**src/rtl/memory_fifo.sv**
```systemverilog
// Cascaded pixel line-buffer: N equal-depth circular FIFOs chained into one delay line.
// Each stage exposes its oldest entry as a tap spaced one stage-depth from its neighbour.
module memory_fifo #(
    parameter int ADDR_WIDTH           = 4,
    parameter int DATA_WIDTH           = 8,
    parameter int FIFO_COMPONENT_COUNT = 6
) (
    input  logic                                       clk,
    input  logic                                       reset_os,
    input  logic [DATA_WIDTH-1:0]                      pixel,
    input  logic                                       wen,
    output logic [FIFO_COMPONENT_COUNT*DATA_WIDTH-1:0] o_tap,
    output logic [FIFO_COMPONENT_COUNT-1:0]            o_valid,
    output logic                                       o_all_ready
);

    localparam int N     = FIFO_COMPONENT_COUNT;
    localparam int DEPTH = 1 << ADDR_WIDTH;
    localparam logic [ADDR_WIDTH:0] CNT_FULL = {1'b1, {ADDR_WIDTH{1'b0}}};

    // Write handshake: wen has no ready; every edge with wen=1 accepts pixel.
    // Stage k+1 is written exactly when stage k is written while already full.
    logic [N-1:0]                 wr;
    logic [N-1:0]                 full;
    logic [N-1:0]                 not_empty;
    logic [N-1:0][DATA_WIDTH-1:0] head;

    genvar k;
    generate
        for (k = 0; k < N; k++) begin : g_stage
            logic [DATA_WIDTH-1:0] mem [DEPTH];
            logic [ADDR_WIDTH-1:0] rd_ptr;
            logic [ADDR_WIDTH-1:0] wr_ptr;
            logic [ADDR_WIDTH:0]   count;
            logic [DATA_WIDTH-1:0] din;

            if (k == 0) begin : g_first
                assign wr[k] = wen;
                assign din   = pixel;
            end else begin : g_chain
                assign wr[k] = wr[k-1] & full[k-1];
                assign din   = head[k-1];
            end

            assign full[k]      = (count == CNT_FULL);
            assign not_empty[k] = (count != '0);
            assign head[k]      = mem[rd_ptr];

            always_ff @(posedge clk or negedge reset_os) begin
                if (!reset_os) begin
                    rd_ptr <= '0;
                    wr_ptr <= '0;
                    count  <= '0;
                end else if (wr[k]) begin
                    wr_ptr <= wr_ptr + 1'b1;
                    // When full, rd_ptr == wr_ptr: the head leaves as the new sample lands.
                    if (full[k]) begin
                        rd_ptr <= rd_ptr + 1'b1;
                    end else begin
                        count <= count + 1'b1;
                    end
                end
            end

            // Storage needs no reset; taps are masked while the stage is empty.
            always_ff @(posedge clk) begin
                if (wr[k]) begin
                    mem[wr_ptr] <= din;
                end
            end

            assign o_tap[k*DATA_WIDTH +: DATA_WIDTH] = not_empty[k] ? head[k] : '0;
        end
    endgenerate

    assign o_valid     = full;
    assign o_all_ready = &full;

endmodule

```
**config.mk**
```make
export PLATFORM = sky130hd
export DESIGN_NAME = memory_fifo
export DESIGN_NICKNAME = d
export VERILOG_FILES = /design/src/rtl/memory_fifo.sv
export SDC_FILE = /design/constraint.sdc
export NUM_CORES = 1
export LEC_CHECK = 0
export ABC_CLOCK_PERIOD_IN_PS = 5000
export CORE_AREA = 2 2 279 281
export DETAILED_ROUTE_END_ITERATION = 8
export DIE_AREA = 0 0 281 283
export MAX_ROUTING_LAYER = met4
export SYNTH_ARGS = -nofsm -noshare
export SYNTH_HDL_FRONTEND = slang
export SYNTH_SLANG_ARGS = --single-unit
```
**constraint.sdc**
```tcl
create_clock -name clk -period 5 [get_ports clk]
set_input_delay 1 -clock clk [delete_from_list [all_inputs] [get_ports clk]]
set_output_delay 1 -clock clk [all_outputs]
set_load 0.05 [all_outputs]
```
# Yosys cells after proc, flatten, opt, wreduce, memory -nomap -nowiden
# Memories as Yosys holds them, arrays and structs flattened.
# Index checks and enable logic that the tools add are counted.
# op_classes
n_addsub,18
bitwise,11
eq_ne,6
reduce_logical,19
n_mux,18
# ops
op,count
"adder 4 x 1 -> 4 bit, second input constant",12
two-way mux 8 bit,6
"adder 5 x 1 -> 5 bit, second input constant",6
"== test 5 bit, second input constant",6
nonzero test 5 bit,6
AND reduction 2 bit,12
two-way mux 1 bit,12
NOT 1 bit,6
AND reduction 6 bit,1
bitwise AND 1 bit,5
# totals
output_inout_bits,55
in_bits,11
elab_cells,96
mem_count,6
ramBits,768
register_bits,78
# memory_table
memory,words,width,read_ports,rd_clocked_by_memory_dff,wr,line,source
g_stage[0].mem,16,8,1,0,1,31,logic [DATA_WIDTH-1:0] mem [DEPTH];
g_stage[1].mem,16,8,1,0,1,31,
g_stage[2].mem,16,8,1,0,1,31,
g_stage[3].mem,16,8,1,0,1,31,
g_stage[4].mem,16,8,1,0,1,31,
g_stage[5].mem,16,8,1,0,1,31,

# Depth between registers and ports, before layout
# Gate-level depths: netlist (run 1).
# logic_depth
word_depth,8
ltp_mapped,9
depth_no_buf,7

# Least setup slack after synthesis (run 1)
# Ideal clock, no wire load.
# synth_timing
path_type,register -> output
start,register g_stage[5].count[0]
end,output port o_all_ready
arrival_ns,4.232
path_buffers,0
t_required_ns,4.000
path_stages_with_launch,6
path_slack_ns,-0.232
path_cell_list,dfrtp_1 -> inv_1 -> ha_1 -> nor4bb_1 -> and2_1 -> nor4b_1
# synth_via
elab_chain_len,2
# synth_lines
item,line,source
"start, declared",34,logic [ADDR_WIDTH:0] count;
"start signal, assigned",60,count <= count + 1'b1;
== test 5 bit,45,assign full[k] = (count == CNT_FULL);
net o_valid[5],13,"output logic [FIFO_COMPONENT_COUNT-1:0] o_valid,"
AND reduction 6 bit,77,assign o_all_ready = &full;
"end, declared",14,output logic o_all_ready
# The timed path passes the listed nets, and every way through them passes these cells.

# Final worst setup path (run 1)
# layout_timing
start,register g_stage[0].count[0]
end,output port o_tap[5]
# layout_via
elab_chain_len,2
# layout_lines
item,line,source
"start, declared",34,
"start signal, assigned",60,
nonzero test 5 bit,46,assign not_empty[k] = (count != '0);
two-way mux 8 bit,72,assign o_tap[k*DATA_WIDTH +: DATA_WIDTH] = not_empty[k] ? head[k] : '0;
"end, declared",12,"output logic [FIFO_COMPONENT_COUNT*DATA_WIDTH-1:0] o_tap,"
# Every way passes these cells.

==> impl_metrics.toml, run 1 <==
[run_status]
outcome = "finished clean"

[power]
ir_drop_uv = 351.1
p_leak_nw = 12.47
p_per_area_nw_per_um2 = 399.6

[synthesis]
synth_flop_cell = "edfxtp_1"
synthDistinctLibCells = 44
ys.warnings.count = 0
synth_area_um2 = 34120
async_reset_ff_frac = 0.09220
syn-num-nets = 1776
synthCells = 1723
ys_ff_latch = 846
avgSynthCellArea_um2 = 19.80
synth_edf_count = 768
ys_seq_area_frac = 0.7332

[drt]
route.detailed.drc = 0
firstDrtPassIters = 5
vias = 16330
viasPerCell = 5.504
totalWireLength_um = 69800
top_layer = "met4"
antenna_left = 0
met2_length_um = 33470
drt_iter0_drc = 1351
route.met3.wl_um = 3635
avgRoutedWirePerCell_um = 23.52
drt-met1-wl_um = 31420

[die]
placementRows = 102
die-area_um2 = 79520
die_h_um = 283
coreArea_um2 = 76700
start_util = 0.4448
io_pins = 66
fp.dieW_um = 281

[grt]
grt_pass1_vias = 16820
grt-ovfl-total = 0
track_usage = 0.1835
grt_antenna_before_repair = 0
grt_start_max_net_pins = 56
grt_pass1_wl_um = 105500

[finish]
syn2layout_area_growth_pct = 14.27
fin_cells = 2967
postLayoutCellArea_um2 = 38980
layout_common_cells = "edfxtp_1, mux4_2, mux2i_1"
post_route_cells_drive_above_1_share = 0.2191
layout_commonest_cell = "edfxtp_1"
fillerInstances = 6112
nets = 1910

[worst_setup_path]
reg2reg_slack_ns = 1.44
cp.required_ns = 4.00
r2r-end = "g_stage[4].mem[11][3]"
reg2reg_depth = 7
endpoint_kind = "output pin"
worstSetupPathType = "reg2out"
cp_max_fo = 8
worstSetupStartpointType = "flop"
crit_arrival_ns = 3.66
reg2reg_from = "g_stage[1].count[0]"

[clock_network]
cts_buffer_depth = 3
path_clk_slew_ns = 0.06
cts_inserted_buffers = 88
clock_sinks = 846
cts_root_buffer = "clkbuf_16"
cts-htree-levels = 3
cts_tree = "done"
clk_latency_ns = 0.63
cts_hold_buf = 0
cts_resized = 0
post_cts.repair.setup_buffers = 0

[job]
cap_violations = 0

[timing]
worst_slew_pin_slew_ns = 1.335
timing.final.crit_share = 0.9328
rsz0062_at_grt = "no"
skew_ns = 0.02315
max_freq_ghz = 0.2144
fin_ws_ns = 0.3360
setup_tns_ns = 0
min_period_ns = 4.664
maxSlewHeadroom = 0.08435
finalHoldViolations = 0
setup_viol = 0
maxSlewViolCount = 0
hold_ws_ns = 0.2707

[place]
place_ws_ns = 0.8666
port_buffers = 65
place_inst = 2806
routabilityCongestion = 0.7805
dpl-instance-area_um2 = 36310
place_hpwl_um = 44690

[worst_hold_path]
hold_path_class = "in2async"
==> synthesized netlist by cell type (3+ instances only) <==
master | n | area (um^2)
edfxtp_1 | 768 | 23060
nor2_1 | 38 | 142.6
xor2_1 | 11 | 96.34
nor3b_1 | 4 | 30.03
nand3_1 | 17 | 85.08
nor2b_1 | 5 | 31.28
inv_1 | 44 | 165.2
nand2_1 | 45 | 168.9
nor4b_1 | 8 | 70.07
nand2b_1 | 7 | 43.79
buf_2 | 20 | 100.1
ha_1 | 42 | 525.5
and2_1 | 7 | 43.79
nand4bb_1 | 4 | 45.04
or2_2 | 4 | 25.02
mux4_2 | 192 | 4324
dfrtp_1 | 78 | 1952
o21ai_0 | 5 | 25.02
mux2_2 | 20 | 225.2
and3_1 | 34 | 212.7
buf_1 | 26 | 97.59
nand3b_1 | 3 | 22.52
xnor2_1 | 46 | 402.9
and4_1 | 5 | 43.79
mux2i_1 | 120 | 1201
o221ai_1 | 8 | 70.07
clkbuf_1 | 52 | 195.2
o22ai_1 | 40 | 250.2
nor3_1 | 25 | 125.1
nand4_1 | 25 | 156.4
==> report_power, final <==
| part | leakage (nW) | internal [mW] | switching, mW |
|---|---|---|---|
| Combinational | 3.28 | 0.484 | 0.863 |
| Sequential | 7.92 | 8.00 | 0.181 |
| Clock | 1.27 | 3.46 | 2.58 |
| Total | 12.5 | 12.0 | 3.63 |
==> sequential cells by signal, indices dropped and copies added, names as in the netlist <==
register / flops
g_stage.rd_ptr: 24
g_stage.count: 30
g_stage.wr_ptr: 24
g_stage.mem: 768
==> worst max-delay path, cell delays in order (launching register included) <==
cell and delay [ns]:
dfrtp_1 0.42, inv_1 0.07, ha_1 0.15, or3b_2 0.60, o21ai_1 0.66, o22ai_1 0.34, clkdlybuf4s50_1 0.79
==> metal layers <==
layer	up-vias	GRT usage
met4	0	0.05160
li1	7256	-
met1	8586	0.2547
met3	94	0.02944
met5	-	-
met2	394	0.2831
==> cell families (layout without fill, tap and decap cells) <==
kind of cell               count (synthesis)  after routing  share of synthesized area
muxes                                    334            334                     0.1692
other                                      0              1                          0
DFF                                      846            846                     0.7332
AOI/OAI and AO/OA                         59             59                    0.01122
adders and majority gates                 42             42                    0.01540
and+or+nand+nor                          241            241                    0.03968
xor gates and xnor gates                  57             57                    0.01463
buffers and inverters                    144            347                    0.01661
==> cell type report <==
cell class	count	area, um^2	area share
clock inverters	36	222.7	0.005713
flip-flops and latches	846	25020	0.6418
multi-input cells	733	8578	0.2200
repair buffers	143	1271	0.03261
inverters	45	168.9	0.004333
clock buffers	123	2417	0.06201
well taps	1040	1301	0.03338
diodes	1	2.502	0.00006419
==> per-stage QoR <==
stage / util / total power, mW
after detailed placement: 0.4735 / 9.691
after global placement: 0.4735 / 9.647
after global routing: 0.5082 / 16.16
final: 0.5083 / 15.58
after floorplan: - / 9.153
after CTS: 0.5079 / 15.74
==> worst max path at each step <==
stage	start	end	slack, ns	cells after the start
6_report	g_stage[0].count[0]	o_tap[5]	0.34	6
5_1_grt	g_stage[0].count[0]	o_tap[5]	0.14	6
4_1_cts	g_stage[0].count[0]	o_tap[5]	0.28	6
3_5_place_dp	wen	g_stage[4].mem[11][3]	0.87	7
3_3_place_gp	wen	g_stage[4].mem[11][3]	0.95	7
2_1_floorplan	g_stage[5].count[0]	o_all_ready	0.48	5
(Power assumes the default switching activity.)
==> run 2, diff against run 1 <==
--- a/config.mk
+++ b/config.mk
@@ -6,10 +6,12 @@
 export NUM_CORES = 1
 export LEC_CHECK = 0
 export ABC_CLOCK_PERIOD_IN_PS = 5000
-export CORE_AREA = 2 2 279 281
+export CAP_MARGIN = 20
+export CORE_AREA = 2 2 373 375
 export DETAILED_ROUTE_END_ITERATION = 8
-export DIE_AREA = 0 0 281 283
+export DIE_AREA = 0 0 375 377
 export MAX_ROUTING_LAYER = met4
+export PLACE_DENSITY_LB_ADDON = 0.25
 export SYNTH_ARGS = -nofsm -noshare
 export SYNTH_HDL_FRONTEND = slang
 export SYNTH_SLANG_ARGS = --single-unit
==> run 2 against run 1 <==
Compared with the run above: routed wire length grew 13%; sequential power is essentially flat; clock-buffer cell count shrank 8; critical path type unchanged; critical endpoint is now o_tap[10]; highest routed layer unchanged.
==> impl_metrics.toml, run 2 (same netlist as run 1, synthesis figures left out) <==
[power]
power_switching_mw = 3.948
p_int_mw = 12.77
pwr-share-comb = 0.087
clockPowerShare = 0.424
p_per_area_nw_per_um2 = 411.7
ir_drop_uv = 445.1
power_mw = 16.72
p_leak_nw = 12.86
swShare = 0.2361
seqPwrFrac = 0.489

[worst_setup_path]
reg2reg_depth = 7
crit_arrival_ns = 3.60
worstSetupStartpointType = "flop"
cp_max_fo = 19
worstSetupPathType = "reg2out"
cp.required_ns = 4.00
reg2reg_slack_ns = 1.28
reg2reg_from = "g_stage[1].count[0]"
r2r-end = "g_stage[5].mem[8][4]"
endpoint_kind = "output pin"

[die]
io_pins = 66
die-area_um2 = 141400
fp.dieW_um = 375
die_h_um = 377
placementRows = 136
coreArea_um2 = 137000
start_util = 0.2491

[clock_network]
clk_latency_ns = 0.68
path_clk_slew_ns = 0.06
cts_tree = "done"
clock_sinks = 846
cts_inserted_buffers = 92
cts_buffer_depth = 3
cts_root_buffer = "clkbuf_16"
cts-htree-levels = 3
cts_hold_buf = 0

[place]
dpl-instance-area_um2 = 37430
place_ws_ns = 0.7442
port_buffers = 65
routabilityCongestion = 0.7527
place_inst = 3584
place_hpwl_um = 51730

[finish]
utilization = 0.2964
post_route_cells_drive_above_1_share = 0.2411
nets = 1937
largest_reg_flops = 768
reg.largest.list = "g_stage.mem (768), g_stage.count (30)"
fillerInstances = 13260
postLayoutCellArea_um2 = 40600
layout_commonest_cell = "edfxtp_1"
syn2layout_area_growth_pct = 19.02
fin_cells = 3757
top_register = "g_stage.mem"
layout_common_cells = "edfxtp_1, mux4_2, mux2i_1"

[timing]
worst_slew_pin_slew_ns = 0.9370
skew_ns = 0.03583
setup_viol = 0
finalHoldViolations = 0
fin_ws_ns = 0.3999
hold_ws_ns = 0.3442
rsz0062_at_grt = "no"
timing.final.crit_share = 0.9200
min_period_ns = 4.600
maxSlewHeadroom = 0.3753
maxSlewViolCount = 0
setup_tns_ns = 0
max_freq_ghz = 0.2174

[drt]
firstDrtPassIters = 5
totalWireLength_um = 78970
viasPerCell = 4.388
avgRoutedWirePerCell_um = 21.02
drt_iter0_drc = 1314
route.detailed.drc = 0
antenna_left = 0
vias = 16480

[grt]
grt_start_max_net_pins = 41
grt_antenna_before_repair = 1
grt-ovfl-total = 0
track_usage = 0.1152
grt_pass1_vias = 17480
grt_pass1_wl_um = 117200

[job]
cap_violations = 0

[run_status]
outcome = "finished clean"

[worst_hold_path]
hold_path_class = "in2async"
-- run 2: cell types whose count changed in the layout (fill, tap and decap cells not counted), moves of 5 or more --
cell       delta
mux2i_2       -5
clkbuf_1     -14
clkinv_1      -9
clkinv_2      +8
buf_4        +23
mux2i_1       +5
bufinv_16    +12
-- run 2: worst max path at each step --
stage,start,cells after the start,endpoint,slack (ns)
floorplan,g_stage[5].count[0],5,o_all_ready,0.48
global placement,wen,6,g_stage[5].mem[11][4],0.86
detailed placement,wen,6,g_stage[5].mem[8][0],0.74
CTS,g_stage[1].count[0],7,o_all_ready,0.08
global route,g_stage[2].rd_ptr[0],5,o_tap[21],0.17
finish,g_stage[1].rd_ptr[0],5,o_tap[10],0.40
-- run 2: critical path, stage by stage (launching register included) --
cell             delay (ns)
dfrtp_2                0.76
buf_12                 0.28
mux4_2                 0.51
mux2i_1                0.41
o22ai_1                0.18
clkdlybuf4s50_1        0.76
-- run 2: cell type report --
| cell class | count | area (um^2) | area share |
|---|---|---|---|
| Clock inverter | 57 | 690.7 | 0.01701 |
| Tap cell | 1794 | 2245 | 0.05528 |
| Multi-Input combinational cell | 733 | 8541 | 0.2103 |
| Sequential cell | 846 | 25020 | 0.6162 |
| Clock buffer | 115 | 2481 | 0.06111 |
| Timing Repair Buffer | 166 | 1454 | 0.03581 |
| Inverter | 45 | 168.9 | 0.004160 |
| Antenna cell | 1 | 2.502 | 0.00006163 |
-- run 2: per-layer routing --
layer / track usage / share of wire / vias up / wire (um)
met5: - / 0 / - / 0
met2: 0.1817 / 0.48 / 335 / 37770
li1: - / - / 7312 / -
met4: 0.02785 / 0.019 / 0 / 1474
met3: 0.02348 / 0.043 / 118 / 3427
met1: 0.1524 / 0.46 / 8719 / 36300
-- run 2: power by group through the flow --
| stage | registers, mW | clock network (mW) | logic (mW) |
|---|---|---|---|
| after global placement | 8.31 | 0 | 1.45 |
| after global routing | 8.20 | 7.57 | 1.57 |
| after detailed placement | 8.32 | 0 | 1.48 |
| after CTS | 8.18 | 7.31 | 1.48 |
| after floorplan | 8.21 | 0 | 0.946 |
| final | 8.18 | 7.09 | 1.45 |
-- run 2: timing repair --
item	CTS	global route
endpoints found under the setup margin	0	1
gates resized for setup	0	1
buffers inserted	0	0
==> run 3, diff against run 2 <==
==> constraint.sdc (replaced) <==
create_clock -name clk -period 5 [get_ports clk]
set_input_delay 1 -clock clk [delete_from_list [all_inputs] [get_ports clk]]
set_output_delay 1 -clock clk [all_outputs]
set_load 0.1 [all_outputs]
==> run 3 against run 2 <==
Compared with the run above: maximum frequency increased by 7.3%; flip-flop and latch count unchanged; critical path depth unchanged; critical path type unchanged; largest power group unchanged.
==> impl_metrics.toml, run 3 (same netlist as run 1, synthesis figures left out) <==
[die]
fp.dieW_um = 375
coreArea_um2 = 137000
die-area_um2 = 141400
die_h_um = 377
io_pins = 66
placementRows = 136
start_util = 0.2491

[finish]
top_register = "g_stage.mem"
layout_common_cells = "edfxtp_1, mux4_2, buf_4"
largest_reg_flops = 768
reg.largest.list = "g_stage.mem (768), g_stage.count (30)"
layout_commonest_cell = "edfxtp_1"
nets = 1917
postLayoutCellArea_um2 = 40240
fillerInstances = 13330
post_route_cells_drive_above_1_share = 0.2588
syn2layout_area_growth_pct = 17.96
num_antenna_cells = 0

[place]
dpl-instance-area_um2 = 37260
place_hpwl_um = 53630
routabilityCongestion = 0.7933
port_buffers = 65

[worst_setup_path]
slowest_stage = "dfrtp_2"
endpoint_kind = "output pin"
timing.critical_path.max_delay_family = "flip-flops"
endpoint = "o_tap[10]"
cp.required_ns = 4.00
cp_common_cell = "buf_4"
reg2reg_depth = 7
reg2reg_from = "g_stage[1].count[0]"
crit_arrival_ns = 3.29
worstSetupPathType = "reg2out"
crit_buf_inv = 2
crit_path_max_incr_delay_ns = 0.93
startpoint = "g_stage[1].rd_ptr[0]"
r2r-end = "g_stage[5].mem[5][7]"
cp_cell_sequence = "buf_4 -> mux4_2 -> mux2i_1 -> o22ai_1 -> buf_4"
cp_max_fo = 24
reg2reg_slack_ns = 1.40
critical_path_depth = 5
worstSetupStartpointType = "flop"

[drt]
vias = 16500
route.detailed.drc = 0
drt_iter0_drc = 1283
firstDrtPassIters = 5
totalWireLength_um = 80480
avgRoutedWirePerCell_um = 21.55
antenna_left = 0
viasPerCell = 4.418

[clock_network]
cts_buffer_depth = 3
cts_root_buffer = "clkbuf_16"
cts-htree-levels = 3
cts_tree = "done"
cts_hold_buf = 0
clk_latency_ns = 0.68
path_clk_slew_ns = 0.06
cts_resized = 0
clock_sinks = 846
cts_inserted_buffers = 88
post_cts.repair.setup_buffers = 0

[grt]
track_usage = 0.1169
grt_antenna_before_repair = 0
grt-ovfl-total = 0
grt_pass1_vias = 17290
grt_start_max_net_pins = 44
grt_pass1_wl_um = 118900

[timing]
maxSlewViolCount = 0
rsz0062_at_grt = "no"
finalHoldViolations = 0
setup_tns_ns = 0
max_freq_ghz = 0.2333
skew_ns = 0.04008
min_period_ns = 4.286
setup_viol = 0
maxSlewHeadroom = 0.2163
worst_slew_pin_slew_ns = 1.172
timing.final.crit_share = 0.8571

[worst_hold_path]
hold_path_class = "in2async"

[job]
cap_violations = 0

[run_status]
outcome = "finished clean"

[power]
p_leak_nw = 12.73
p_per_area_nw_per_um2 = 409.3
ir_drop_uv = 849.1
run 3: changes by cell type in the layout (fill, tap and decap cells not counted), moves of 5 or more:
| cell | change |
|---|---|
| clkdlybuf4s50_1 | -51 |
| buf_4 | +26 |
| clkinv_1 | +10 |
| mux2i_1 | -10 |
| mux2i_2 | +10 |
| buf_6 | +7 |
| clkbuf_1 | +7 |
| clkbuf_16 | -6 |
| clkbuf_8 | -5 |
| clkinv_2 | -5 |
| dfrtp_1 | -5 |
| dfrtp_2 | +5 |
run 3: layer usage:
metal / global-route usage / wire length [um] / vias to the layer above
li1: - / - / 7267
met1: 0.1624 / 38000 / 8748
met2: 0.1770 / 37270 / 371
met3: 0.02152 / 3515 / 112
met4: 0.02823 / 1691 / 0
met5: - / 0 / -
run 3: worst min-delay path by stage:
stage	startpoint	endpoint	slack, ns	depth (start not counted)
3_5_place_dp	g_stage[5].count[4]	g_stage[5].count[4]	0.50	1
6_report	reset_os	g_stage[2].wr_ptr[1]	0.34	1
5_1_grt	reset_os	g_stage[2].wr_ptr[0]	0.36	1
4_1_cts	reset_os	g_stage[1].wr_ptr[3]	0.33	1
3_3_place_gp	g_stage[5].count[4]	g_stage[5].count[4]	0.48	1
2_1_floorplan	g_stage[5].count[4]	g_stage[5].count[4]	0.46	1
run 3: through the flow:
step           hold slack (ns)  std cells  power [mW]    util  setup slack [ns]
6_report                0.3430       3734       16.47  0.2938            0.7144
3_5_place_dp            0.4961       3566       10.00  0.2720            0.8403
5_1_grt                 0.3636       3734       17.09  0.2938            0.4465
4_1_cts                 0.3289       3732       16.70  0.2935            0.5749
2_1_floorplan           0.4564       1723       9.384       -            0.2130
3_3_place_gp            0.4817       3556       9.955  0.2710            0.9213
run 3: area by class of cell:
type,instances,area [um^2],share of cell area
clock inverter,55,656.9,0.01632
clock buffer,111,2288,0.05687
sequential,846,25030,0.6219
tap,1794,2245,0.05578
multi-input combinational,733,8593,0.2135
inverter,45,168.9,0.004197
timing repair buffer,150,1262,0.03137
run 3: where the power goes:
group / internal, mW / total, mW / switching, mW / leakage, nW
registers: 8.00 / 8.17 / 0.175 / 7.91
clock network: 3.81 / 6.64 / 2.82 / 1.41
logic: 0.488 / 1.66 / 1.17 / 3.41
total: 12.3 / 16.5 / 4.17 / 12.7
